## src/rtl/stream_xbar_pkg.sv

```systemverilog
`default_nettype none
// ============================================================================
// Module  : stream_xbar_pkg
// Purpose : Shared types and helpers for the round-robin stream crossbar.
//           Holds the per-master arbiter state encoding and the width helper
//           used to size destination and source-id fields.
// Ports   : none (package)
// Revision: 1.0 - initial release
// ============================================================================
package stream_xbar_pkg;

  // Per-master-port arbiter state.
  typedef enum logic [0:0] {
    ARB_IDLE   = 1'b0,
    ARB_LOCKED = 1'b1
  } arb_state_t;

  // ceil(log2(n)), but never narrower than one bit so that a single-port
  // configuration still has a legal index field.
  function automatic int clog2_min1(input int n);
    int w;
    w = 0;
    for (int k = 0; k < 31; k++) begin
      if ((1 << k) < n) begin
        w = k + 1;
      end
    end
    return (w < 1) ? 1 : w;
  endfunction

endpackage
`default_nettype wire

```

## src/rtl/stream_xbar_port.sv

```systemverilog
`default_nettype none
// ============================================================================
// Module  : stream_xbar_port
// Purpose : One master port of the crossbar: a round-robin arbiter that locks
//           onto a slave for a whole packet, feeding a 2-entry output buffer.
// Ports   : clk, rst_n            - clock, synchronous active-low reset
//           i_req   [S]           - slaves asking to start a packet here
//           i_valid/i_data/i_last - full slave beat buses
//           o_ready [S]           - ready contribution towards each slave
//           o_lock  [S]           - one-hot of the slave owning this port
//           o_data/o_id/o_last/o_valid, i_ready - master stream side
// Revision: 1.0 - initial release
// ============================================================================
module stream_xbar_port
  import stream_xbar_pkg::*;
#(
  parameter int T_DATA_WIDTH = 8,
  parameter int S_DATA_COUNT = 2,
  parameter int T_ID_WIDTH   = 1
) (
  input  logic                                   clk,
  input  logic                                   rst_n,
  input  logic [S_DATA_COUNT-1:0]                i_req,
  input  logic [S_DATA_COUNT-1:0]                i_valid,
  input  logic [S_DATA_COUNT-1:0][T_DATA_WIDTH-1:0] i_data,
  input  logic [S_DATA_COUNT-1:0]                i_last,
  output logic [S_DATA_COUNT-1:0]                o_ready,
  output logic [S_DATA_COUNT-1:0]                o_lock,
  output logic [T_DATA_WIDTH-1:0]                o_data,
  output logic [T_ID_WIDTH-1:0]                  o_id,
  output logic                                   o_last,
  output logic                                   o_valid,
  input  logic                                   i_ready
);

  // Buffer entry layout: {data, id, last}
  localparam int C_BEAT_W = T_DATA_WIDTH + T_ID_WIDTH + 1;

  arb_state_t              r_state;
  arb_state_t              w_state_nxt;
  logic [T_ID_WIDTH-1:0]   r_rr_ptr;
  logic [T_ID_WIDTH-1:0]   w_rr_ptr_nxt;
  logic [T_ID_WIDTH-1:0]   r_gnt_id;
  logic [T_ID_WIDTH-1:0]   w_gnt_id_nxt;
  logic [T_ID_WIDTH-1:0]   w_sel;
  logic                    w_sel_vld;
  logic [T_ID_WIDTH-1:0]   w_idx;

  logic [C_BEAT_W-1:0]     r_head;
  logic                    r_head_vld;
  logic [C_BEAT_W-1:0]     r_tail;
  logic                    r_tail_vld;
  logic [C_BEAT_W-1:0]     w_push_beat;
  logic                    w_full;
  logic                    w_push;
  logic                    w_pop;

  // Grant selection: a locked port keeps its owner; an idle port picks the
  // first requester at or after rr_ptr. Scanning from the far end lets the
  // nearest candidate overwrite the others.
  always_comb begin
    w_sel     = r_gnt_id;
    w_sel_vld = 1'b0;
    w_idx     = '0;
    if (r_state == ARB_LOCKED) begin
      w_sel_vld = 1'b1;
    end else begin
      for (int k = S_DATA_COUNT - 1; k >= 0; k--) begin
        w_idx = T_ID_WIDTH'((int'(r_rr_ptr) + k) % S_DATA_COUNT);
        if (i_req[w_idx]) begin
          w_sel     = w_idx;
          w_sel_vld = 1'b1;
        end
      end
    end
  end

  // Full depends only on registered occupancy, so ready never follows
  // the downstream ready combinationally.
  assign w_full      = r_tail_vld;
  assign o_ready     = (w_sel_vld && !w_full) ? (S_DATA_COUNT'(1) << w_sel) : '0;
  assign o_lock      = (r_state == ARB_LOCKED) ? (S_DATA_COUNT'(1) << r_gnt_id) : '0;
  assign w_push      = w_sel_vld && !w_full && i_valid[w_sel];
  assign w_pop       = r_head_vld && i_ready;
  assign w_push_beat = {i_data[w_sel], w_sel, i_last[w_sel]};

  // Arbiter next state.
  always_comb begin
    w_state_nxt  = r_state;
    w_rr_ptr_nxt = r_rr_ptr;
    w_gnt_id_nxt = r_gnt_id;
    if (w_push) begin
      if (i_last[w_sel]) begin
        w_state_nxt  = ARB_IDLE;
        w_rr_ptr_nxt = T_ID_WIDTH'((int'(w_sel) + 1) % S_DATA_COUNT);
      end else begin
        w_state_nxt  = ARB_LOCKED;
        w_gnt_id_nxt = w_sel;
      end
    end
  end

  always_ff @(posedge clk) begin
    if (!rst_n) begin
      r_state <= ARB_IDLE;
      r_rr_ptr <= '0;
      r_gnt_id <= '0;
    end else begin
      r_state <= w_state_nxt;
      r_rr_ptr <= w_rr_ptr_nxt;
      r_gnt_id <= w_gnt_id_nxt;
    end
  end

  // 2-entry buffer; the head register drives the master outputs directly.
  // A push while full cannot happen because ready is withheld.
  always_ff @(posedge clk) begin
    if (!rst_n) begin
      r_head     <= '0;
      r_head_vld <= 1'b0;
      r_tail     <= '0;
      r_tail_vld <= 1'b0;
    end else if (w_pop) begin
      if (r_tail_vld) begin
        r_head     <= r_tail;
        r_tail_vld <= 1'b0;
      end else if (w_push) begin
        r_head <= w_push_beat;
      end else begin
        r_head_vld <= 1'b0;
      end
    end else if (w_push) begin
      if (r_head_vld) begin
        r_tail     <= w_push_beat;
        r_tail_vld <= 1'b1;
      end else begin
        r_head     <= w_push_beat;
        r_head_vld <= 1'b1;
      end
    end
  end

  assign o_valid = r_head_vld;
  assign o_data  = r_head[C_BEAT_W-1:T_ID_WIDTH+1];
  assign o_id    = r_head[T_ID_WIDTH:1];
  assign o_last  = r_head[0];

endmodule
`default_nettype wire

```

## src/rtl/stream_xbar_rr.sv

```systemverilog
`default_nettype none
// ============================================================================
// Module  : stream_xbar_rr
// Purpose : Packet stream crossbar, S slaves to M masters, with an independent
//           round-robin packet arbiter and 2-entry buffer per master port.
//           Packets aimed at a nonexistent master are accepted and dropped.
// Ports   : clk, rst_n                     - clock, sync active-low reset
//           s_data_i/s_dest_i/s_last_i/s_valid_i, s_ready_o - slave side
//           m_data_o/m_id_o/m_last_o/m_valid_o, m_ready_i   - master side
// Revision: 1.0 - initial release
// ============================================================================
module stream_xbar_rr
  import stream_xbar_pkg::*;
#(
  parameter  int T_DATA_WIDTH = 8,
  parameter  int S_DATA_COUNT = 2,
  parameter  int M_DATA_COUNT = 3,
  localparam int T_DEST_WIDTH = clog2_min1(M_DATA_COUNT),
  localparam int T_ID_WIDTH   = clog2_min1(S_DATA_COUNT)
) (
  input  logic                                      clk,
  input  logic                                      rst_n,
  input  logic [S_DATA_COUNT-1:0][T_DATA_WIDTH-1:0] s_data_i,
  input  logic [S_DATA_COUNT-1:0][T_DEST_WIDTH-1:0] s_dest_i,
  input  logic [S_DATA_COUNT-1:0]                   s_last_i,
  input  logic [S_DATA_COUNT-1:0]                   s_valid_i,
  output logic [S_DATA_COUNT-1:0]                   s_ready_o,
  output logic [M_DATA_COUNT-1:0][T_DATA_WIDTH-1:0] m_data_o,
  output logic [M_DATA_COUNT-1:0][T_ID_WIDTH-1:0]   m_id_o,
  output logic [M_DATA_COUNT-1:0]                   m_last_o,
  output logic [M_DATA_COUNT-1:0]                   m_valid_o,
  input  logic [M_DATA_COUNT-1:0]                   m_ready_i
);

  logic [S_DATA_COUNT-1:0] w_port_ready [M_DATA_COUNT];
  logic [S_DATA_COUNT-1:0] w_port_lock  [M_DATA_COUNT];
  logic [S_DATA_COUNT-1:0] w_req        [M_DATA_COUNT];
  logic [S_DATA_COUNT-1:0] w_locked_any;
  logic [S_DATA_COUNT-1:0] w_dest_bad;
  logic [S_DATA_COUNT-1:0] w_busy;
  logic [S_DATA_COUNT-1:0] w_drop_ready;
  logic [S_DATA_COUNT-1:0] w_ready_any;
  logic [S_DATA_COUNT-1:0] r_drop;

  // A slave already owning a port, or inside a dropped packet, must not
  // start a packet anywhere else even if its dest changes mid-packet.
  always_comb begin
    w_locked_any = '0;
    for (int m = 0; m < M_DATA_COUNT; m++) begin
      w_locked_any = w_locked_any | w_port_lock[m];
    end
    for (int i = 0; i < S_DATA_COUNT; i++) begin
      w_dest_bad[i] = int'(s_dest_i[i]) >= M_DATA_COUNT;
    end
    w_busy       = w_locked_any | r_drop;
    w_drop_ready = r_drop | (w_dest_bad & ~w_locked_any);
  end

  always_comb begin
    for (int m = 0; m < M_DATA_COUNT; m++) begin
      w_req[m] = '0;
      for (int i = 0; i < S_DATA_COUNT; i++) begin
        w_req[m][i] = s_valid_i[i] && !w_busy[i] &&
                      (s_dest_i[i] == T_DEST_WIDTH'(m));
      end
    end
  end

  always_comb begin
    w_ready_any = w_drop_ready;
    for (int m = 0; m < M_DATA_COUNT; m++) begin
      w_ready_any = w_ready_any | w_port_ready[m];
    end
  end

  assign s_ready_o = rst_n ? w_ready_any : '0;

  // Discard state: set on a non-last beat swallowed by the drop path,
  // cleared by the last one.
  always_ff @(posedge clk) begin
    if (!rst_n) begin
      r_drop <= '0;
    end else begin
      for (int i = 0; i < S_DATA_COUNT; i++) begin
        if (s_valid_i[i] && w_drop_ready[i]) begin
          r_drop[i] <= !s_last_i[i];
        end
      end
    end
  end

  for (genvar gm = 0; gm < M_DATA_COUNT; gm++) begin : g_port
    stream_xbar_port #(
      .T_DATA_WIDTH (T_DATA_WIDTH),
      .S_DATA_COUNT (S_DATA_COUNT),
      .T_ID_WIDTH   (T_ID_WIDTH)
    ) u_port (
      .clk     (clk),
      .rst_n   (rst_n),
      .i_req   (w_req[gm]),
      .i_valid (s_valid_i),
      .i_data  (s_data_i),
      .i_last  (s_last_i),
      .o_ready (w_port_ready[gm]),
      .o_lock  (w_port_lock[gm]),
      .o_data  (m_data_o[gm]),
      .o_id    (m_id_o[gm]),
      .o_last  (m_last_o[gm]),
      .o_valid (m_valid_o[gm]),
      .i_ready (m_ready_i[gm])
    );
  end

endmodule
`default_nettype wire

```

## config.mk

```make
export PLATFORM = sky130hd
export DESIGN_NAME = stream_xbar_rr
export DESIGN_NICKNAME = d
export VERILOG_FILES = /design/src/rtl/stream_xbar_pkg.sv /design/src/rtl/stream_xbar_port.sv /design/src/rtl/stream_xbar_rr.sv
export SDC_FILE = /design/constraint.sdc
export NUM_CORES = 1
export LEC_CHECK = 0
export CORE_MARGIN = 2
export CORE_UTILIZATION = 40
export CTS_CLUSTER_SIZE = 30
export DETAILED_ROUTE_END_ITERATION = 10
export RECOVER_POWER = 50
export SLEW_MARGIN = 40
export SYNTH_ARGS = -nofsm -noshare
export SYNTH_HDL_FRONTEND = slang
export SYNTH_SLANG_ARGS = --single-unit
```

## constraint.sdc

```tcl
create_clock -name clk -period 5 [get_ports clk]
set_input_delay 1 -clock clk [delete_from_list [all_inputs] [get_ports clk]]
set_output_delay 1 -clock clk [all_outputs]
set_load 0.005 [all_outputs]
```

### Word level (Yosys, flattened, before mapping)

Index checks and enable logic that the tools add are counted.

* add/subtract/negate cells: 6
* $mul: 0
* div/mod/pow operators: 0
* $lt $le $gt $ge: 11
* eq/ne operators: 13
* shifts and indexed selects: 6
* multiplexer cells: 85
* bitwise logic cells: 16
* reductions and logical operators: 55

Operators by type and width (number)
* 10-bit two-way mux: 15
* 1-bit two-way mux: 57
* 8-bit two-way mux: 6
* 3-bit AND reduction: 9
* 1-bit logical AND: 19
* 1-bit by 2-bit less-than comparator with 1-bit output (second input constant): 9
* 2-bit != test (second input constant): 9
* 2-bit AND reduction: 9
* 2-bit two-way mux: 7
* 2-bit bitwise OR: 7
* 2-bit nonzero test: 6
* 1-bit by 1-bit << shifter with 2-bit output (first input constant): 6
* 1-bit zero test: 7
* 1-bit NOT: 7
* 1-bit adder (second input constant): 6
* 2-bit OR reduction: 3
* 2-bit by 1-bit equality test with 1-bit output (second input constant): 2
* 2-bit equality test (second input constant): 2
* 2-bit greater-or-equal comparator (second input constant): 2
* 2-bit zero test: 2
* 2-bit AND: 1
* 2-bit NOT: 1

* bits in registers: 77
* bits in latches: 0
* bits in writable memories: 0
* bits in read-only memories: 0
* bits of input ports: 29
* output and inout bits: 35
* logic and storage cells: 215
* memories kept: 0

### Logic depth before layout (Yosys ltp)

Gate-level depths: netlist of the first run.

* word-level depth: 19
* mapped depth: 8

### Hierarchy

From an unflattened synthesis of the first run, not the netlist that was laid out.

* cell total of the unflattened synthesis: 473
* area total of the unflattened synthesis: 4093.9 um2

Modules (own cells, without submodules)
* stream_xbar_port: times used 3, cells an instance 149, area each 1291.2 um2, seq. area each 500.5 um2
* stream_xbar_rr: times used 1, cells an instance 26, area each 220.2 um2, seq. area each 40.0 um2

### Worst setup path after synthesis of the first run

Ideal clock, no wire load.

* path type: in2out
* start point: input port s_valid_i[0]
* end point: output port s_ready_o[1]
* arrival: 2.495 ns
* setup slack: 1.505 ns
* stages: 6
* cell sequence: nand2b_1 -> a2111oi_4 -> a311oi_1 -> nor2_1 -> a22oi_1 -> a31oi_1

* word-level cells in the longest chain between the ends: 13
* elaborated cells on any way between the ends: 47

RTL lines
* start: declaration: RTL line stream_xbar_rr.sv:26 `input logic [S_DATA_COUNT-1:0] s_valid_i,`
* 1-bit logical AND (*): RTL line stream_xbar_rr.sv:63 `w_req[m][i] = s_valid_i[i] && !w_busy[i] &&`
* 1-bit logical AND: RTL line stream_xbar_rr.sv:63
* 1-bit two-way mux (not written as such) (2 in series): RTL line stream_xbar_port.sv:70 `if (i_req[w_idx]) begin`
* 1-bit two-way mux (2 in series): RTL line stream_xbar_port.sv:70
* 1-bit two-way mux: RTL line stream_xbar_port.sv:65 `if (r_state == ARB_LOCKED) begin`
* 1-bit by 1-bit << shifter with 2-bit output or 1-bit logical AND (tied branches): RTL line stream_xbar_port.sv:81 `assign o_ready = (w_sel_vld && !w_full) ? (S_DATA_COUNT'(1) << w_sel) : '0;`
* 2-bit two-way mux: RTL line stream_xbar_port.sv:81
* 2-bit bitwise OR (2 in series): RTL line stream_xbar_rr.sv:72 `w_ready_any = w_ready_any | w_port_ready[m];`
* 2-bit bitwise OR (*): RTL line stream_xbar_rr.sv:72
* 2-bit two-way mux (*): RTL line stream_xbar_rr.sv:76 `assign s_ready_o = rst_n ? w_ready_any : '0;`
* end: declaration: RTL line stream_xbar_rr.sv:27 `output logic [S_DATA_COUNT-1:0] s_ready_o,`

Mark *: on every way between the ends. The rest lies on a longest branch, timed or not. The select of a mux whose other input is x is not followed.

### Worst setup path after layout of the first run

* start point: input port s_valid_i[0]
* end point: output port s_ready_o[0]

Same word-level chain as after synthesis.

==> out/qor.csv, run 1 <==
metric,value,unit
status,"complete, no violations",
initial antenna violation count,0,
CTS buffer count,9,
clock latency on the worst-skew pair,0.35,ns
final hold slack,0.4585,ns
"Setup violations, final",0,
Syn Inst Count,497,
largest stage delay on the critical path,0.66,ns
total gr overflow,0,
"Cell Count, Final, Fillers Out",683,
Port Buffer Count,63,
GR Util All Layers,0.1988,
clock sink total,77,
chip height,106.6,um
Reg-to-Reg Start,g_port[2].u_port.r_state,
die area,0.01136,mm^2
Core Footprint,0.01028,mm^2
Syn. warnings,0,
CP Capture Point,s_ready_o[0],
relative slew slack,0.4719,
global-route wire length before repair,17940,um
Max Root-Sink Buffers,2,
reg2reg setup slack,1.82,ns
crit start category,primary input,
share of cells above drive strength 1,0.1097,
slowest cell on the critical path,dlygate4sd3_1,
Setup TNS Final,0,ns
CP Class,primary input to output pin,
detailed-route via count,3586,
synth-to-layout area growth,19.38,%
vias in the first global route,3545,
Final Critical Period,4.606,ns
Max Cap Violations,0,
Routed wire per std cell,15.67,um
syn avg cell area,8.469,um^2
Post-Route Skew,0.007432,ns
Register-to-Register Path Depth,8,
CP arrival,3.61,ns
placed instance area,0.004848,mm^2
Worst Setup End Kind,output pin,
die span in x,106.6,um
Synthesized Nets,526,
# diodes,0,
1st-iter DRT viols,170,
Clock transition at path regs,0.08,ns
row cnt,37,
clk root buf,clkbuf_8,
GR Util met3,0.02857,
Hold WC Path Type,flop to flop,
CP required,4.00,ns
DRT Wirelength,10710,um
Slew @ Worst Pin,0.7898,ns
post-synth cell types,40,
nets,571,
initial cell density of the core,0.4095,
Reg-to-Reg End,g_port[0].u_port.r_gnt_id,
met1 Use GR,0.2707,
Critical Path Fanout Max,7,
busiest layer in global routing,met2,
P per Cell Area,272.7,mW/mm^2
highest clock rate,217.1,MHz
final routed DRC violation total,0,
first drt pass iteration count,4,
RD Place Congestion,0.7889,
"Slew Viols, Final",0,
Post-synth EDFFs,0,
Yosys reg bits,77,
Post-CTS Setup Inserts,0,
Ports,64,
fin crit share,0.9212,
Mapped Area,0.004209,mm^2
CTS resizes,0,
crit path cell chain,dlygate4sd3_1 > nand2b_1 > a2111oi_4 > a311oi_1 > or2_2 > o221ai_1 > o21a_1 > clkdlybuf4s50_1,
"Seq/Total Area, Yosys",0.3662,
async set-reset flop share out of synthesis,0,
CTS tree,built,
RSZ-0062 raised after global routing,no,
ys flop type,dfxtp_1,
H-Tree Depth,3,
Max IR drop VDD,0.0001056,V
placed insts,667,
final hold vios,0,
final instance area,0.005025,mm^2
critical path startpoint,s_valid_i[0],
DP HPWL,7563,um
DRT antenna net count,0,
largest net degree at the start of global routing,88,
GRT met2 Usage,0.3185,
vias per inst,5.250,
hold buffers post-CTS,0,
total leakage power,2.324,nW
how the worst min path moves through the flow:
stage                                     from                    endpoint  slack (ns)  cells past startpoint
detailed placement  g_port[1].u_port.r_tail[0]  g_port[1].u_port.r_tail[0]        0.45                      2
global placement    g_port[1].u_port.r_tail[0]  g_port[1].u_port.r_tail[0]        0.44                      2
floorplan           g_port[1].u_port.r_tail[0]  g_port[1].u_port.r_tail[0]        0.43                      2
finish              g_port[2].u_port.r_head[5]  g_port[2].u_port.r_head[5]        0.46                      2
CTS                 g_port[1].u_port.r_tail[0]  g_port[1].u_port.r_tail[0]        0.46                      2
global route        g_port[0].u_port.r_head[8]  g_port[0].u_port.r_head[8]        0.47                      2
flip-flops by register name (all words and copies together) (netlist names):
name and count:
g_port.u_port.r_head 30, g_port.u_port.r_tail 30, g_port.u_port.o_valid 3, g_port.u_port.r_gnt_id 3
g_port.u_port.r_rr_ptr 3, g_port.u_port.r_state 3, g_port.u_port.r_tail_vld 3, r_drop 2
power by group:
part | leakage (nW) | internal (W) | total, W | switching (W)
Sequential | 0.623 | 0.000632 | 0.000645 | 0.0000130
Clock | 0.110 | 0.000259 | 0.000495 | 0.000236
Combinational | 1.59 | 0.000110 | 0.000230 | 0.000119
Total | 2.32 | 0.00100 | 0.00137 | 0.000369
cell type report:
type | count | area, um^2
Timing Repair Buffer | 74 | 696.9
Multi-Input combinational cell | 372 | 2377
Inverter | 8 | 30.03
Fill cell | 1024 | 5253
Tap cell | 136 | 170.2
Clock buffer | 11 | 151.4
Sequential cell | 77 | 1541
Clock inverter | 5 | 57.56
stage by stage:
| stage | util | setup WS [ns] | total power (W) |
|---|---|---|---|
| final | 0.4889 | 0.3939 | 0.001370 |
| after detailed placement | 0.4718 | 0.3228 | 0.0009013 |
| after global routing | 0.4889 | 0.2579 | 0.001435 |
| after CTS | 0.4921 | 0.3158 | 0.001404 |
| after floorplan | - | 1.505 | 0.0008036 |
| after global placement | 0.4718 | 0.2938 | 0.0008989 |
worst max-delay path, delay by kind of cell:
family	cells	cell delay, ns
compound gates	4	1.00
buf+inv	2	1.15
simple gates	2	0.45
Yosys cell counts, types with 2 or more instances:
library cell  number  area, um^2
nand2_1          101       379.1
dfxtp_1           77        1541
mux2i_1           66       660.6
nor2_1            62       232.7
o21ai_0           32       160.2
mux2_2            26       292.8
clkbuf_1          20       75.07
buf_4             13       97.59
a21oi_1            8       40.04
a31oi_1            8       50.05
inv_1              8       30.03
nor2b_1            7       43.79
nand3_1            6       30.03
a211oi_1           5       37.54
and3_1             5       31.28
buf_6              5       56.30
nor3_1             5       25.02
a41oi_1            4       35.03
nand4_1            4       25.02
a21o_1             3       22.52
a31oi_4            3       63.81
mux2_4             3       45.04
o221a_2            3       33.78
or3_1              3       18.77
a31oi_2            2       25.02
buf_2              2       10.01
nand2b_1           2       12.51
or2_2              2       12.51
cells by family (layout without fill, tap and decap cells):
kind of cell	Yosys count	in the layout	share of synthesized area
AND/OR/NAND/NOR	200	200	0.1989
multiplexers	95	95	0.2372
AO/OA/AOI/OAI	77	77	0.1338
flip-flops	77	77	0.3662
buffers and inverters	48	98	0.06391
metal layers:
layer  up-vias  share of wire  routed length [um]
li1       1805              -                   -
met1      1692           0.49                5206
met2        74           0.46                4923
met3        15          0.037                 395
met4         0          0.017                 180
met5         -              0                   0
cell usage in the layout, fill, tap and decap left out, types with 8 or more instances in the layout:
cell,n
a21oi_1,8
a31oi_1,10
clkbuf_8,11
clkdlybuf4s50_1,26
dfxtp_1,77
dlygate4sd3_1,36
inv_1,8
mux2_2,22
mux2i_1,66
nand2_1,101
nor2_1,62
o21ai_0,32
Power figures use the tool's default switching activity.
==> inputs of run 2 (changes only) <==
GPL_TIMING_DRIVEN = 1   (was not set)
clock period = 3.74 ns   (was 5 ns; I/O delays follow)
==> run 2 against run 1 <==
  * Worst hold slack lost 0.0042 ns
  * Register-to-register slack got worse by 1.3 ns
  * Combinational power is 46% higher
  * Non-clock buffer count rose by 18
  * Critical path depth is the same
  * Global-route usage down 0.43 points
  * Largest power group unchanged
  * Sequential share of layout area decreased by 0.97 points
  * Clock skew up 0.0078 ns
  * First-iteration DRC count fell by 24%
  * Cell count increased by 2.5%
==> out/qor.csv, run 2 (same netlist as run 1, synthesis figures left out) <==
metric,value,unit,change
status,"complete, no violations",,
Power Total,0.001841,W,+34%
Ports,64,,unchanged
Fillers,1007,,-1.7%
Worst Setup End Kind,output pin,,
CP arrival,2.83,ns,-0.78 ns
first drt pass iteration count,4,,unchanged
Final Critical Period,3.579,ns,
Regs by FF count,"g_port.u_port.r_head: 30 flops, g_port.u_port.r_tail: 30 flops",,
fin crit share,0.9569,,
Max IR drop VDD,0.0001853,V,+76%
nets,589,,+3.2%
relative slew slack,0.4984,,+0.02648
P per Cell Area,354.7,mW/mm^2,+30%
global-route wire length before repair,17560,um,-2.1%
# diodes,0,,unchanged
largest net degree at the start of global routing,91,,+3.4%
DP HPWL,7475,um,-1.2%
Critical Path Fanout Max,4,,-3
CTS buffer count,9,,unchanged
die span in x,106.6,um,unchanged
detailed-route via count,3599,,+0.36%
Max Root-Sink Buffers,2,,unchanged
hold buffers post-CTS,0,,unchanged
crit start category,primary input,,
GR Util All Layers,0.1945,,-0.004269
placed instance area,0.004946,mm^2,+2.0%
DRT Wirelength,10730,um,+0.26%
crit path cell chain,clkdlybuf4s50_1 > nor2b_1 > buf_4 > a41oi_1 > a31oi_4 > a22oi_1 > a31oi_1 > clkdlybuf4s50_1,,
CTS tree,built,,
row cnt,37,,unchanged
Post-Route Skew,0.01527,ns,+0.007840 ns
total gr overflow,0,,unchanged
final hold vios,0,,unchanged
DRT antenna net count,0,,unchanged
vias in the first global route,3437,,-3.0%
Hold Path Stages,2,,unchanged
slowest cell on the critical path,clkdlybuf4s50_1,,
Max Cap Violations,0,,unchanged
Hold WC Path Type,flop to flop,,
"most common cell after layout, fill and taps aside",nand2_1,,
Core Footprint,0.01028,mm^2,unchanged
H-Tree Depth,3,,unchanged
vias per inst,5.141,,-2.1%
clk root buf,clkbuf_8,,
Register-to-Register Path Depth,9,,+1
Slew @ Worst Pin,0.7524,ns,-0.03737 ns
initial cell density of the core,0.4095,,unchanged
total leakage power,2.402,nW,+3.4%
"Slew Viols, Final",0,,unchanged
die area,0.01136,mm^2,unchanged
Routed wire per std cell,15.33,um,-2.2%
cell mode on critical path,clkdlybuf4s50_1,,
chip height,106.6,um,unchanged
clock sink total,77,,unchanged
final instance area,0.005189,mm^2,+3.3%
Port Buffer Count,63,,unchanged
Setup TNS Final,0,ns,unchanged
CP required,2.99,ns,-1.01 ns
share of cells above drive strength 1,0.1472,,+0.03747
"Setup violations, final",0,,unchanged
initial antenna violation count,0,,unchanged
final routed DRC violation total,0,,unchanged
synth-to-layout area growth,23.28,%,
1st-iter DRT viols,129,,-24%
RD Place Congestion,0.8469,,+7.4%
clock latency on the worst-skew pair,0.35,ns,about the same
largest stage delay on the critical path,0.52,ns,-0.14 ns
CP Class,primary input to output pin,,
"commonest non-fill, non-tap cells in the layout","nand2_1, dfxtp_1, mux2i_1, nor2_1, dlygate4sd3_1",,
Clock transition at path regs,0.08,ns,about the same
highest clock rate,279.4,MHz,
RSZ-0062 raised after global routing,no,,
[run 2: changes by cell type in the layout (fill, tap and decap cells not counted), sizes merged, moves of 2 or more]
cell / delta
clkinv: -2
buf: +18
dlygate4sd3: -2
clkinvlp: +2
[run 2: area by class of cell]
class | instances | area, um^2 | area share
clock inverter | 5 | 58.81 | 0.01133
multi-input combinational | 372 | 2412 | 0.4649
sequential | 77 | 1541 | 0.2971
clock buffer | 10 | 137.6 | 0.02653
timing repair buffer | 92 | 838.3 | 0.1616
tap | 136 | 170.2 | 0.03279
inverter | 8 | 30.03 | 0.005787
[run 2: stage by stage]
step	hold slack, ns	std cells	setup WS (ns)	util
6_report	0.4543	700	0.1610	0.5049
5_1_grt	0.4803	700	0.05195	0.5049
4_1_cts	0.4622	695	0.04182	0.5004
3_5_place_dp	0.4512	680	-0.02814	0.4813
3_3_place_gp	0.4416	680	-0.03649	0.4813
2_1_floorplan	0.4349	497	0.7494	-
[run 2: metal layers]
metal  GRT usage  share of wire
met1      0.2623           0.49
met2      0.3203           0.47
met3     0.03040          0.032
met4     0.06030          0.014
met5           0              0
[run 2: timing repair]
item / in CTS / in global routing
pin swaps: 1 / 6
buffers inserted: 0 / 5
gates resized for setup: 0 / 8
setup endpoints to repair: 2 / 2
[run 2: path summary, 6_finish.rpt]
path	slack [ns]	endpoint	startpoint
max	0.16	s_ready_o[1]	s_dest_i[2]
min	0.45	g_port[2].u_port.r_head[2]	g_port[2].u_port.r_head[2]
max reg2reg	0.56	g_port[1].u_port.r_head[7]	g_port[2].u_port.r_state
min reg2reg	0.45	g_port[2].u_port.r_head[2]	g_port[2].u_port.r_head[2]
[run 2: power breakdown]
group | internal [W] | switching (W)
combinational | 0.000169 | 0.000167
clock | 0.000324 | 0.000317
sequential | 0.000845 | 0.0000181
total | 0.00134 | 0.000502
[run 2: worst max-delay path, delay by kind of cell]
kind                   cells  cell delay [ns]
and+or+nand+nor            1             0.19
AOI/OAI and AO/OA          4             0.71
buffers and inverters      3             1.17
